$ cat src/rtl/page_pkg.sv
// page_pkg: shared sequencer states and default widths for the page stream shim
package page_pkg;
  typedef enum logic [1:0] {HOLD, ARM, RUN} state_e;
  localparam int DEF_PAYLOAD_BITS = 32;
  localparam int DEF_CNT_BITS = 32;
endpackage

$ cat src/rtl/page_skid_buf.sv
// page_skid_buf: 2-entry registered FIFO skid buffer; accepts only while en_i is high
module page_skid_buf
  import page_pkg::*;
#(
  parameter int WIDTH = DEF_PAYLOAD_BITS
) (
  input  logic             clk,
  input  logic             rst,
  input  logic             en_i,
  input  logic [WIDTH-1:0] in_data_i,
  input  logic             in_valid_i,
  output logic             in_ready_o,
  output logic [WIDTH-1:0] out_data_o,
  output logic             out_valid_o,
  input  logic             out_ready_i
);
  logic [WIDTH-1:0] mem_q [2];
  logic wp_q, rp_q, push, pop;
  logic [1:0] cnt_q, cnt_d;
  assign in_ready_o  = en_i && cnt_q != 2'd2;
  assign out_valid_o = cnt_q != 2'd0;
  assign out_data_o  = mem_q[rp_q];
  assign push = in_valid_i && in_ready_o;
  assign pop  = out_valid_o && out_ready_i;
  always_comb cnt_d = cnt_q + {1'b0, push} - {1'b0, pop};
  always_ff @(posedge clk) begin
    if (rst) begin
      wp_q  <= 1'b0;
      rp_q  <= 1'b0;
      cnt_q <= 2'd0;
    end else begin
      cnt_q <= cnt_d;
      if (push) wp_q <= ~wp_q;
      if (pop) rp_q <= ~rp_q;
    end
    if (push) mem_q[wp_q] <= in_data_i;
  end
endmodule

$ cat src/rtl/page_stream_shim.sv
// page_stream_shim: leaf_interface <-> HLS kernel glue with skid buffers and reset/start sequencer
// Per-stream beat counters exist only when PAGE_SHIM_STATS_EN is defined.
module page_stream_shim
  import page_pkg::*;
#(
  parameter int PAYLOAD_BITS  = DEF_PAYLOAD_BITS,
  parameter int NUM_IN_PORTS  = 2,
  parameter int NUM_OUT_PORTS = 1,
  parameter int START_DELAY   = 4,
  parameter int CNT_BITS      = DEF_CNT_BITS
) (
  input  logic                                  clk,
  input  logic                                  reset,
  input  logic [NUM_IN_PORTS*PAYLOAD_BITS-1:0]  if_data_in,
  input  logic [NUM_IN_PORTS-1:0]               if_valid_in,
  output logic [NUM_IN_PORTS-1:0]               if_ready_out,
  output logic [NUM_IN_PORTS*PAYLOAD_BITS-1:0]  usr_data_out,
  output logic [NUM_IN_PORTS-1:0]               usr_valid_out,
  input  logic [NUM_IN_PORTS-1:0]               usr_ready_in,
  input  logic [NUM_OUT_PORTS*PAYLOAD_BITS-1:0] usr_data_in,
  input  logic [NUM_OUT_PORTS-1:0]              usr_valid_in,
  output logic [NUM_OUT_PORTS-1:0]              usr_ready_out,
  output logic [NUM_OUT_PORTS*PAYLOAD_BITS-1:0] if_data_out,
  output logic [NUM_OUT_PORTS-1:0]              if_valid_out,
  input  logic [NUM_OUT_PORTS-1:0]              if_ready_in,
  output logic                                  ap_rst_n,
  output logic                                  ap_start
`ifdef PAGE_SHIM_STATS_EN
  ,
  output logic [NUM_IN_PORTS*CNT_BITS-1:0]      stat_in_cnt,
  output logic [NUM_OUT_PORTS*CNT_BITS-1:0]     stat_out_cnt
`endif
);
  state_e state_q, state_d;
  logic [31:0] dly_q, dly_d;
  logic rst_n_q, rst_n_d, start_q, start_d;
  always_comb begin
    state_d = state_q == HOLD ? (dly_q == 32'd0 ? ARM : HOLD) : RUN;
    dly_d   = (state_q == HOLD && dly_q != 32'd0) ? dly_q - 32'd1 : dly_q;
    rst_n_d = state_q != HOLD;
    start_d = state_q == RUN;
  end
  // Control outputs are registered from the state, so they trail the FSM by one cycle
  always_ff @(posedge clk) begin
    if (reset) begin
      state_q <= HOLD;
      dly_q   <= 32'(START_DELAY);
      rst_n_q <= 1'b0;
      start_q <= 1'b0;
    end else begin
      state_q <= state_d;
      dly_q   <= dly_d;
      rst_n_q <= rst_n_d;
      start_q <= start_d;
    end
  end
  assign ap_rst_n = rst_n_q;
  assign ap_start = start_q;
  for (genvar i = 0; i < NUM_IN_PORTS; i++) begin : g_in
    page_skid_buf #(.WIDTH(PAYLOAD_BITS)) u_buf (
      .clk        (clk),
      .rst        (reset),
      .en_i       (start_q),
      .in_data_i  (if_data_in[i*PAYLOAD_BITS +: PAYLOAD_BITS]),
      .in_valid_i (if_valid_in[i]),
      .in_ready_o (if_ready_out[i]),
      .out_data_o (usr_data_out[i*PAYLOAD_BITS +: PAYLOAD_BITS]),
      .out_valid_o(usr_valid_out[i]),
      .out_ready_i(usr_ready_in[i])
    );
  end
  for (genvar o = 0; o < NUM_OUT_PORTS; o++) begin : g_out
    page_skid_buf #(.WIDTH(PAYLOAD_BITS)) u_buf (
      .clk        (clk),
      .rst        (reset),
      .en_i       (start_q),
      .in_data_i  (usr_data_in[o*PAYLOAD_BITS +: PAYLOAD_BITS]),
      .in_valid_i (usr_valid_in[o]),
      .in_ready_o (usr_ready_out[o]),
      .out_data_o (if_data_out[o*PAYLOAD_BITS +: PAYLOAD_BITS]),
      .out_valid_o(if_valid_out[o]),
      .out_ready_i(if_ready_in[o])
    );
  end
`ifdef PAGE_SHIM_STATS_EN
  for (genvar i = 0; i < NUM_IN_PORTS; i++) begin : g_in_cnt
    logic [CNT_BITS-1:0] cnt_q, cnt_d;
    always_comb cnt_d = (usr_valid_out[i] && usr_ready_in[i] && !(&cnt_q)) ? cnt_q + CNT_BITS'(1) : cnt_q;
    always_ff @(posedge clk) cnt_q <= reset ? '0 : cnt_d;
    assign stat_in_cnt[i*CNT_BITS +: CNT_BITS] = cnt_q;
  end
  for (genvar o = 0; o < NUM_OUT_PORTS; o++) begin : g_out_cnt
    logic [CNT_BITS-1:0] cnt_q, cnt_d;
    always_comb cnt_d = (if_valid_out[o] && if_ready_in[o] && !(&cnt_q)) ? cnt_q + CNT_BITS'(1) : cnt_q;
    always_ff @(posedge clk) cnt_q <= reset ? '0 : cnt_d;
    assign stat_out_cnt[o*CNT_BITS +: CNT_BITS] = cnt_q;
  end
`endif
endmodule

$ cat config.mk
export PLATFORM = sky130hd
export DESIGN_NAME = page_stream_shim
export DESIGN_NICKNAME = d
export VERILOG_FILES = /design/src/rtl/page_pkg.sv /design/src/rtl/page_skid_buf.sv /design/src/rtl/page_stream_shim.sv
export SDC_FILE = /design/constraint.sdc
export NUM_CORES = 1
export LEC_CHECK = 0
export ABC_CLOCK_PERIOD_IN_PS = 2800
export CAP_MARGIN = 20
export CORE_ASPECT_RATIO = 1.75
export CORE_MARGIN = 10
export CORE_UTILIZATION = 46
export DETAILED_ROUTE_END_ITERATION = 6
export PLACE_DENSITY = 0.86
export SLEW_MARGIN = 20
export SYNTH_ARGS = -nofsm -noshare
export SYNTH_HDL_FRONTEND = slang
export SYNTH_HIERARCHICAL = 1
export SYNTH_SLANG_ARGS = --single-unit
$ cat constraint.sdc
create_clock -name clk -period 2.8 [get_ports clk]
set_input_delay 0.56 -clock clk [delete_from_list [all_inputs] [get_ports clk]]
set_output_delay 0.56 -clock clk [all_outputs]
set_load 0.005 [all_outputs]
==> results.md, run 1 <==
* Area delta synth->final at 31.72%
* Vias/cell at about 5.3
* Worst Setup End Kind: output pin
* Setup TNS at 0 ns
* Final worst path period share at 0.9399
* GR Util All Layers at 0.1461
* Final setup violation count at 0
* WL final at between 20 and 25 mm
* Hold path startpoint: dly_q[19]
* Hold Crit Depth at 2
* Nets@finish at 914
* CTS Buf Count at 22
* Critical Path RT at roughly 2.2 ns
* H-Tree Depth at 1
* Worst-path maximum fanout at 32
* Startpoint Class: flip-flop
* Largest net degree at the start of global routing at just under 60
* Status: completed
* Core ar. at 0.02029 mm2
* Most frequent cell after synthesis: edfxtp_1
* Starting Density at 0.4680
* Hold Vio Cnt, Final at 0
* R2R setup slack at ~0.4 ns
* CTS root buf: clkbuf_16
* Placement Rows at 69
* R2r worst-path depth at 8
* Total power at roughly 0.011 W
* CTS-repair resized insts at 0
* Yosys warning count at 6
* Synth Register Bits at 242
* DRT iter0 DRCs at between 300 and 400
* Die height at approximately 210 um
* TritonCTS clock tree: done
* Vias post-DR at between 5,000 and 6,000
* Post-CTS setup buffers at 0
* Post-synth top flop: edfxtp_1
* CP arrival at ~2.1 ns
* Pwr dens at between 800 and 900 mW/mm2
* Switching power share of the total at 0.3025
* Die Wd at approximately 130 um
* P_sw at between 0.003 and 0.004 W
* Clk network pwr share at 0.263
* Clk slew on worst S/H paths at around 0.06 ns
* Logic pwr share at 0.325
* Yosys top cell by area: edfxtp_1
* Buffers on Ports at roughly 210
* DRC at 0
* Vias in the first global route at between 5,000 and 6,000
* Synthesized net count at a little under 700
* Fin crit period at ~2.6 ns
* Clk_lat worst skew at around 0.5 ns
* Antenna Nets Post-Route at 0
* Synth top area share at 0.6073
* Crit Path Class: flip-flop to output pin
* Post-synthesis cell count at just under 600
* Maximum VDD drop at about 0.80 mV
* Worst min path class: flip-flop to flip-flop
* Number of max-cap violations at 0
* First-pass GRT wire length at roughly 31 mm
* Clock tree sinks at roughly 240
* Mapped Area at between 0.009 and 0.01 mm2
* Sequential share of the synthesized area at 0.7127
* Wire per inst at about 19 um
* Number of synthesized flops with an enable pin at between 150 and 200
* Final setup skew at about 0.018 ns
* Syn avg cell area at between 15 and 20 um2
* Post-DP HPWL at 14.70 mm
* Internal Power at approximately 0.0076 W
* WHS Endpoint: dly_q[19]
* Fmax at between 300 and 400 MHz
* Boundary Pins at 208
* Synth cell types at 49
* Most area-consuming cells after synthesis: edfxtp_1 (61%), mux2_1 (12%), dfxtp_1 (11%)
* Routability Congestion at roughly 0.80
* Leak at 4.285 nW
* CTS Hold Buffers Added at 0
* Reg-to-Reg End: dly_q[2]
* Max_slew headroom at 0.3302
* Max Slew Vio Count at 0
* DRT Pass-1 Iters at 6
* Initial antenna violation count at 3
* RSZ-0062 raised after global routing: no
* Layout cell share with drive strength beyond 1 at 0.08802
* Total die area at 0.02701 mm2
* GRT overflow at 0
* Maximum clock path buffer count at 3
* Flop pwr share at 0.412
* Worst flop-to-flop path startpoint: dly_q[0]
* Synth cell count leaders: edfxtp_1 (192), mux2_1 (97), dfxtp_1 (50)
* Async set-reset flop share out of synthesis at 0
* Slew @ Worst Pin at around 1 ns
==> power by group through the flow <==
stage | logic [W] | clock network, W | registers (W)
final | 0.00355 | 0.00287 | 0.00451
after global routing | 0.00388 | 0.00310 | 0.00456
after CTS | 0.00358 | 0.00296 | 0.00451
after detailed placement | 0.00355 | 0 | 0.00458
after global placement | 0.00344 | 0 | 0.00456
after floorplan | 0.00232 | 0 | 0.00451
==> critical path, stage by stage, from the launching register on <==
cell and delay, ns:
dfxtp_1 0.30, buf_4 0.36, mux2_1 0.39, clkdlybuf4s50_1 0.49
==> state kept, by name, indices dropped and copies added, names as in the netlist, named ones only <==
register	flops
g_in.u_buf/wp_q	2
state_q	2
g_out.u_buf/rp_q	1
g_in.u_buf/cnt_q	4
g_out.u_buf/mem_q	64
g_in.u_buf/mem_q	128
g_out.u_buf/cnt_q	2
g_in.u_buf/rp_q	2
g_out.u_buf/wp_q	1
ap_start	1
dly_q	32
==> metal layers <==
layer | part of all wire | up-vias | global-route usage
li1 | - | 2679 | -
met1 | 0.34 | 2763 | 0.1422
met2 | 0.58 | 143 | 0.2893
met3 | 0.052 | 36 | 0.02739
met4 | 0.028 | 0 | 0.05395
met5 | 0 | - | 0
==> cells in the final DEF, fill, tap and decap left out, types with 3 or more instances in the layout <==
master,n
a21oi_1,24
and2_1,9
and3_4,3
buf_4,11
clkbuf_1,7
clkbuf_16,23
clkdlybuf4s50_1,206
dfxtp_1,50
diode_2,3
edfxtp_1,192
ha_1,7
inv_1,8
mux2_1,97
mux2_2,3
mux2_4,3
nand2_1,8
nand2b_1,3
nand3_1,4
nand4_1,4
nor2_1,26
nor2b_1,10
nor2b_2,3
nor3_1,8
nor4_1,7
o21a_1,3
o21ai_0,12
o31ai_1,11
or2_2,7
or3_1,15
or4_1,12
xnor2_1,4
xor2_1,4
==> area by class of cell <==
cell class / count / area, um2
diodes: 3 / 7.507
clock buffers: 32 / 629.4
clock inverters: 7 / 62.56
fillers: 1507 / 7782
inverters: 8 / 30.03
multi-input cells: 311 / 2550
flip-flops and latches: 242 / 6766
well taps: 248 / 310.3
repair buffers: 218 / 2150
==> per-stage QoR <==
step                      area (um2)  instances    util  hold slack (ns)  setup WS, ns
final                          12510       1069  0.6164           0.4820        0.1683
after global routing           12510       1069  0.6164           0.4980       0.07109
after CTS                      12500       1066  0.6160           0.4808        0.1129
after detailed placement       11810       1027  0.5819           0.4676        0.4485
after global placement         11810       1027  0.5819           0.4645        0.5309
after floorplan                 9494        584       -           0.4479        0.1515
==> worst max path at each step <==
stage | endpoint | cells past startpoint
floorplan | g_in[0].u_buf/mem_q[0][0] | 2
global placement | dly_q[2] | 8
detailed placement | dly_q[2] | 8
CTS | usr_data_out[63] | 3
global route | usr_data_out[24] | 3
finish | usr_data_out[14] | 3
==> cell families after synthesis <==
logic type,after synthesis,share of synthesized area
XOR/XNOR,8,0.007379
adder cells (fa/ha/maj),7,0.009225
AO/OA/AOI/OAI,57,0.03664
flip-flops,242,0.7127
multiplexers,103,0.1234
buffers and inverters,31,0.02043
AND/OR/NAND/NOR,136,0.09027
(Power assumes the default switching activity.)
==> run 2: changes to the inputs <==
==> constraint.sdc (replaced) <==
create_clock -name clk -period 2.8 [get_ports clk]
set_input_delay 0.56 -clock clk [delete_from_list [all_inputs] [get_ports clk]]
set_output_delay 0.56 -clock clk [all_outputs]
set_load 0.02 [all_outputs]
==> run 2 against run 1 <==
Via count grew 1.1%. Global-route usage up 0.61 points. Fmax is 2.5% lower. Sequential cell count stayed put. Clock-buffer cell count shrank 1.
==> results.md, run 2 (synthesis gave the netlist of run 1 again) <==
* GRT overflow at 0
* Final setup violation count at 0
* Die height at between 200 and 250 um
* Crit path largest cell delay at ~0.57 ns
* Post-DP HPWL at between 15 and 20 mm
* Final worst path period share at 0.9644
* Top reg by flops: g_in.u_buf/mem_q
* CTS-repair resized insts at 0
* Total die area at around 0.027 mm2
* CTS Hold Buffers Added at 0
* Routability Congestion at 0.8284
* P_sw at 0.003675 W
* Area delta synth->final at 32.21%
* DRT iter0 DRCs at between 400 and 500
* First-pass GRT wire length at approximately 33 mm
* Max FFs per register at ~130
* Worst-path cell chain: buf_4, mux2_1, clkdlybuf4s50_1
* Worst Setup End Kind: output pin
* Boundary Pins at ~210
* RSZ-0062 raised after global routing: no
* Core Util, Final at 0.6187
* Antenna Cells at 0
* Clk network pwr share at 0.259
* Setup TNS at 0 ns
* Layout cell share with drive strength beyond 1 at 0.09257
* CP arrival at 2.14 ns
* Max_slew headroom at 0.3779
* Worst path bufs/invs at 2
* Crit-path slowest cell: clkdlybuf4s50_1
* Initial antenna violation count at 0
* Status: completed
* H-Tree Depth at 1
* Final setup skew at about 0.019 ns
* Logic pwr share at 0.344
* Placed cells at 1,029
* Startpoint Class: flip-flop
* Die Wd at 128.6 um
* Internal Power at around 0.0077 W
* TritonCTS clock tree: done
* CP top delay family: buffers and inverters
* Max Slew Vio Count at 0
* Post-CTS setup buffers at 0
* CTS root buf: clkbuf_16
* Clock tree sinks at 242
* Vias post-DR at 5,681
* Maximum clock path buffer count at 3
* Maximum VDD drop at about 0.68 mV
* Vias in the first global route at 5,847
* Crit Path Class: flip-flop to output pin
* Switching power share of the total at 0.3226
* Registers with the most flip-flops: g_in.u_buf/mem_q: 128 flops, g_out.u_buf/mem_q: 64 flops, dly_q: 32 flops
* Fin crit period at roughly 2.7 ns
* Placement Rows at a little under 70
* Slew @ Worst Pin at roughly 0.93 ns
* Clk_lat worst skew at 0.51 ns
* Number of max-cap violations at 0
* Largest net degree at the start of global routing at 52
* Fin Hold WS at between 0.4 and 0.5 ns
* Worst min path class: flip-flop to flip-flop
* Non-Filler Instances at 1,069
* Hold Vio Cnt, Final at 0
* GR Util All Layers at 0.1522
* Worst-path maximum fanout at 32
* Leak at approximately 4.3 nW
* Clk slew on worst S/H paths at around 0.060 ns
* DRT Pass-1 Iters at 4
* Nets@finish at 916
* Critical Path RT at approximately 2.2 ns
* Most common cell after layout, fill and taps aside: clkdlybuf4s50_1
* Buffers on Ports at slightly above 200
* Starting Density at 0.4680
* Fmax at around 370 MHz
* Core ar. at between 0.02 and 0.025 mm2
* Flop pwr share at 0.396
* CTS Buf Count at 22
* Vias/cell at about 5.3
* WL final at 21.39 mm
* Most frequent cells in the layout: clkdlybuf4s50_1 (206), edfxtp_1 (192), mux2_1 (97)
* Antenna Nets Post-Route at 0
* Wire per inst at between 20 and 25 um
* DRC at 0
* Pwr dens at just over 900 mW/mm2
-- run 2: power groups by stage --
stage	Clock (W)	Combinational, W	Sequential [W]
global placement	0	0.00382	0.00456
floorplan	0	0.00268	0.00451
detailed placement	0	0.00393	0.00458
finish	0.00295	0.00392	0.00451
CTS	0.00304	0.00395	0.00451
global route	0.00318	0.00428	0.00456
-- run 2: stage by stage --
| stage | power [W] | area (um2) | setup WS (ns) |
|---|---|---|---|
| 4_1_cts | 0.01149 | 12550 | 0.04623 |
| 3_5_place_dp | 0.008515 | 11830 | 0.4569 |
| 3_3_place_gp | 0.008378 | 11830 | 0.5233 |
| 6_report | 0.01139 | 12550 | 0.09957 |
| 2_1_floorplan | 0.007196 | 9494 | 0.1512 |
| 5_1_grt | 0.01202 | 12550 | 0.01193 |
-- run 2: worst paths after layout --
check	startpoint	end	slack [ns]	cells past startpoint
max	flip-flop	if_data_out[1]	0.1	3
min	state_q[0]	ap_start	0.49	1
min reg2reg	state_q[0]	ap_start	0.49	1
max reg2reg	dly_q[0]	dly_q[5]	0.41	9
-- run 2: area by class of cell --
| type | instances | area, um2 |
|---|---|---|
| fill | 1492 | 7736 |
| sequential | 242 | 6766 |
| multi-input combinational | 311 | 2550 |
| timing repair buffer | 220 | 2177 |
| clock buffer | 31 | 614.3 |
| tap | 248 | 310.3 |
| clock inverter | 9 | 103.9 |
| inverter | 8 | 30.03 |
-- run 2: worst register-to-register path: stages (launching register included) --
cell	delay (ns)
dfxtp_1	0.34
inv_1	0.07
ha_1	0.19
nor4b_4	0.34
nand2_1	0.33
nor4_4	0.29
buf_4	0.27
buf_4	0.23
or3_1	0.13
a21oi_1	0.06
-- run 2: routing by layer --
metal	track usage	wire, um	share of wire	up-vias
li1	-	-	-	2688
met3	0.02588	1021	0.048	40
met5	0	0	0	-
met2	0.3000	12310	0.58	149
met1	0.1518	7470	0.35	2804
met4	0.05395	587	0.027	0
